`config.mk`:
```
export PLATFORM = sky130hd
export DESIGN_NAME = alu_result_wb_buffer
export DESIGN_NICKNAME = d
export VERILOG_FILES = /design/src/rtl/alu_result_wb_buffer.sv
export SDC_FILE = /design/constraint.sdc
export NUM_CORES = 1
export LEC_CHECK = 0
export CAP_MARGIN = 20
export CORE_MARGIN = 2
export CORE_UTILIZATION = 50
export DETAILED_ROUTE_END_ITERATION = 8
export HOLD_SLACK_MARGIN = 0.12
export PLACE_DENSITY = 0.75
export SLEW_MARGIN = 30
export SYNTH_ARGS = -nofsm -noshare
export SYNTH_HDL_FRONTEND = slang
export SYNTH_SLANG_ARGS = --single-unit
```
`constraint.sdc`:
```
create_clock -name clk -period 3.3 [get_ports clk]
set_input_delay 0.66 -clock clk [delete_from_list [all_inputs] [get_ports clk]]
set_output_delay 0.66 -clock clk [all_outputs]
set_load 0.02 [all_outputs]
```
`src/rtl/alu_result_wb_buffer.sv`:
```
// ============================================================================
// alu_result_wb_buffer : queues ALU results/flags for register-file writeback
// Revision: 1.0
// ============================================================================
`default_nettype none

`ifndef OPERAND_SIZE
`define OPERAND_SIZE 8
`endif

module alu_result_wb_buffer #(
  parameter int DATA_W = `OPERAND_SIZE,
  parameter int DEST_W = 3,
  parameter int DEPTH  = 4
) (
  input  logic                       clk,
  input  logic                       reset,
  input  logic                       res_valid,
  output logic                       res_ready,
  input  logic [DATA_W-1:0]          res_data,
  input  logic                       res_carry,
  input  logic                       res_zero,
  input  logic [DEST_W-1:0]          res_dest,
  input  logic                       res_wen,
  input  logic                       flush,
  output logic                       wb_valid,
  input  logic                       wb_ready,
  output logic [DATA_W-1:0]          wb_data,
  output logic [DEST_W-1:0]          wb_dest,
  output logic                       flag_carry,
  output logic                       flag_zero,
  output logic [$clog2(DEPTH):0]     pending
);

  localparam int PTR_W = $clog2(DEPTH);
  localparam int CNT_W = PTR_W + 1;
  localparam logic [CNT_W-1:0] c_full    = CNT_W'(DEPTH);
  localparam logic [CNT_W-1:0] c_cnt_one = CNT_W'(1);
  localparam logic [PTR_W-1:0] c_ptr_one = PTR_W'(1);

  logic [DATA_W-1:0] r_mem_data  [DEPTH];
  logic [DEST_W-1:0] r_mem_dest  [DEPTH];
  logic              r_mem_carry [DEPTH];
  logic              r_mem_zero  [DEPTH];
  logic              r_mem_wen   [DEPTH];

  logic [PTR_W-1:0]  r_wp;
  logic [PTR_W-1:0]  r_rp;
  logic [CNT_W-1:0]  r_cnt;
  logic              r_flag_carry;
  logic              r_flag_zero;

  logic              w_not_empty;
  logic              w_push;
  logic              w_pop;

  assign w_not_empty = (r_cnt != '0);
  assign res_ready   = (r_cnt != c_full) && !flush;
  assign w_push      = res_valid && res_ready;

  // Flags-only entries retire on their own; write entries wait for the handshake.
  assign wb_valid    = w_not_empty && r_mem_wen[r_rp];
  assign w_pop       = w_not_empty && (!r_mem_wen[r_rp] || wb_ready);

  // Empty queue presents zero so reset state is defined without clearing storage.
  assign wb_data     = w_not_empty ? r_mem_data[r_rp] : '0;
  assign wb_dest     = w_not_empty ? r_mem_dest[r_rp] : '0;

  assign flag_carry  = r_flag_carry;
  assign flag_zero   = r_flag_zero;
  assign pending     = r_cnt;

  always_ff @(posedge clk) begin
    if (w_push) begin
      r_mem_data[r_wp]  <= res_data;
      r_mem_dest[r_wp]  <= res_dest;
      r_mem_carry[r_wp] <= res_carry;
      r_mem_zero[r_wp]  <= res_zero;
      r_mem_wen[r_wp]   <= res_wen;
    end
  end

  always_ff @(posedge clk) begin
    if (!reset) begin
      r_wp         <= '0;
      r_rp         <= '0;
      r_cnt        <= '0;
      r_flag_carry <= 1'b0;
      r_flag_zero  <= 1'b0;
    end else begin
      if (w_pop) begin
        r_rp         <= r_rp + c_ptr_one;
        r_flag_carry <= r_mem_carry[r_rp];
        r_flag_zero  <= r_mem_zero[r_rp];
      end
      if (w_push) begin
        r_wp <= r_wp + c_ptr_one;
      end
      // No push can occur during flush, so wp is stable and rp may snap to it.
      if (flush) begin
        r_cnt <= '0;
        r_rp  <= r_wp;
      end else begin
        case ({w_push, w_pop})
          2'b10:   r_cnt <= r_cnt + c_cnt_one;
          2'b01:   r_cnt <= r_cnt - c_cnt_one;
          default: r_cnt <= r_cnt;
        endcase
      end
    end
  end

endmodule

`default_nettype wire

```
==> flow_metrics.env <==
export IMPL_cts_tree="done"
export IMPL_firstDrtPassIters=4
export IMPL_die_x_um=76.9
export IMPL_cts_max_level=3
export IMPL_hpwl_um=2960
export IMPL_cts_num_sinks=67
export IMPL_vias_per_cell=5.12
export IMPL_die_height_um=76.9
export IMPL_max_freq_mhz=361
export IMPL_skew_ns=0.00978
export IMPL_syn_cell_area_um2=2660
export IMPL_antenna_found_initial=0
export IMPL_grt_pass1_wl_um=7270
export IMPL_n_antenna_cell=0
export IMPL_pin_count=37
export IMPL_rsz0062_at_grt="no"
export IMPL_syn_area_per_cell_um2=18.3
export IMPL_p_leak_nw=1.09
export IMPL_fill_cells=372
export IMPL_cts_resized=0
export IMPL_internal_power_mw=1.30
export IMPL_synthCells=145
export IMPL_yosysSeqAreaShare_pct=71.6
export IMPL_hold_violations=0
export IMPL_grt_use_total_pct=16.9
export IMPL_path_class="reg -> out"
export IMPL_placed_area_um2=3160
export IMPL_maxCapViolCount=0
export IMPL_drv_slew=0
export IMPL_end_kind="output port"
export IMPL_outcome="complete, no violations"
export IMPL_comb_power_share_pct=10.6
export IMPL_port_buffers=36
export IMPL_swShare_pct=22.2
export IMPL_overflow=0
export IMPL_postCtsHoldBufs=0
export IMPL_start_util_pct=52.0
export IMPL_worst_pin_slew_ns=0.645
export IMPL_fin_area_um2=3310
export IMPL_routabilityCongestion=0.778
export IMPL_synth_nets=170
export IMPL_synth_distinct_cells=25
export IMPL_crit_path_max_fanout=6
export IMPL_clk_pin_slew_ns=0.06
export IMPL_slew_headroom_pct=56.9
export IMPL_cp_required_ns=2.64
export IMPL_ant_nets=0
export IMPL_seqCellArea_um2=1900
export IMPL_clk_latency_ns=0.33
export IMPL_rr_endpoint="pending[2]"
export IMPL_clock_path_buffers=2
export IMPL_setup_viol=0
export IMPL_root_buffer="clkbuf_8"
export IMPL_dr_total_vias=1382
export IMPL_fin_crit_ns=2.77
export IMPL_pwr_share_clk_pct=32.2
export IMPL_wirelength_um=4510
export IMPL_post_cts_buffers=0
export IMPL_core_um2=5110
export IMPL_holdWs_ns=0.510
export IMPL_r2r_slack_ns=0.60
export IMPL_avgRoutedWirePerCell_um=16.7
export IMPL_timing_final_ws_setup_ns=0.531
export IMPL_r2r_cells=9
export IMPL_synth_seq_cells=67
export IMPL_p_per_area_nw_per_um2=503
export IMPL_cp_endpoint="wb_valid"
export IMPL_rows=26
export IMPL_grt_pass1_vias=1438
export IMPL_grt_max_degree=15
export IMPL_seqPwrFrac_pct=57.2
export IMPL_setup_tns_ns=0
export IMPL_start_kind="flip-flop"
export IMPL_switchingPower_uw=369
export IMPL_numCtsBuffers=9
export IMPL_area_growth_pct=24.4
export IMPL_ir_drop_uv=332
export IMPL_drive_gt1_share_pct=18.0
export IMPL_post_place_ws_ns=0.424
export IMPL_holdCritPathClass="reg -> reg"
export IMPL_yosys_warnings=0
export IMPL_nNetsFinal=221
export IMPL_dr_first_iter_drc_count=121
export IMPL_crit_arrival_ns=2.11
export IMPL_drc=0
export IMPL_multi_input_area_um2=717
export IMPL_final_period_utilization_pct=83.9
export IMPL_design_die_area_um2=5910
[cells in the mapped netlist]
master	count	area [um^2]
ha_1	5	62.6
clkbuf_1	2	7.51
a211oi_2	1	12.5
edfxtp_1	56	1680
mux2i_1	3	30.0
xor2_1	2	17.5
xnor2_1	2	17.5
inv_1	10	37.5
fa_1	1	20.0
mux4_1	1	26.3
dfxtp_1	11	220
a21oi_4	1	16.3
and4b_1	1	10.0
or3_1	1	6.26
a2111oi_2	1	15.0
and2_1	4	25.0
nor3_1	1	5.00
a21oi_1	4	20.0
a211oi_1	1	7.51
nor2b_1	12	75.1
nand2b_1	1	6.26
buf_2	1	5.00
o21ai_0	2	10.0
mux4_2	13	293
nor2_1	8	30.0
[metal layers]
metal	vias to the layer above	share of wire, %	track usage [%]
li1	650	-	-
met1	693	46	21.6
met2	30	49	26.9
met3	9	3.0	3.53
met4	0	1.9	9.82
met5	-	0	0
[cell usage in the layout, fill, tap and decap left out, types with 4 or more instances in the layout]
cell	Yosys	layout
a21oi_1	4	4
and2_1	4	4
buf_4	0	7
clkbuf_8	0	9
clkdlybuf4s50_1	0	36
dfxtp_1	11	11
edfxtp_1	56	56
ha_1	5	5
inv_1	10	10
mux4_2	13	13
nor2_1	8	8
nor2b_1	12	12
[metrics by stage]
stage               instances  utilization (%)  power, mW
floorplan                 145                -       1.07
global placement          255             61.7       1.14
detailed placement        255             61.8       1.15
CTS                       270             64.7       1.69
global route              270             64.7       1.74
finish                    270             64.7       1.66
[kinds of logic (layout without fill, tap and decap cells)]
family / after synthesis / count (layout) / share of synthesized area, %
and+or+nand+nor: 28 / 28 / 5.93
adders and majority gates: 6 / 6 / 3.11
AOI/OAI and AO/OA: 10 / 10 / 3.06
muxes: 17 / 17 / 13.1
buffers and inverters: 13 / 68 / 1.88
xor gates and xnor gates: 4 / 4 / 1.32
DFF: 67 / 67 / 71.6
[state kept, by name, indices dropped and copies added, names as in the netlist, named ones only]
register	cells
pending	3
r_mem_wen	4
r_mem_data	32
r_wp	2
flag_carry	1
r_rp	2
flag_zero	1
r_mem_carry	4
r_mem_zero	4
r_mem_dest	12
[critical path, cell delays in order, from the launching register on]
cell and delay (ns):
dfxtp_1 0.33, buf_4 0.18, mux4_2 0.56, nor2b_1 0.15, clkdlybuf4s50_1 0.56
[worst min-delay path by stage]
stage | to | slack [ns] | start | cells past startpoint
detailed placement | flag_carry | 0.50 | flag_carry | 2
global route | flag_carry | 0.55 | flag_carry | 2
CTS | flag_carry | 0.52 | flag_carry | 2
floorplan | r_wp[1] | 0.51 | r_wp[1] | 2
global placement | flag_zero | 0.49 | flag_zero | 2
finish | flag_carry | 0.51 | flag_carry | 2
[cell type report]
type	instances	share of cell area (%)
multi-input cells	65	21.7
clock buffers	11	3.97
inverters	10	1.14
clock inverters	4	0.568
repair buffers	43	12.5
flip-flops and latches	67	57.5
well taps	70	2.65
[power by group through the flow]
stage	registers, mW	clock network (mW)	logic [mW]
2_1_floorplan	0.971	0	0.0968
3_3_place_gp	0.968	0	0.172
3_5_place_dp	0.971	0	0.179
4_1_cts	0.952	0.554	0.180
5_1_grt	0.954	0.590	0.191
6_report	0.952	0.537	0.176
Note: power is estimated with default switching activity, not from simulation.
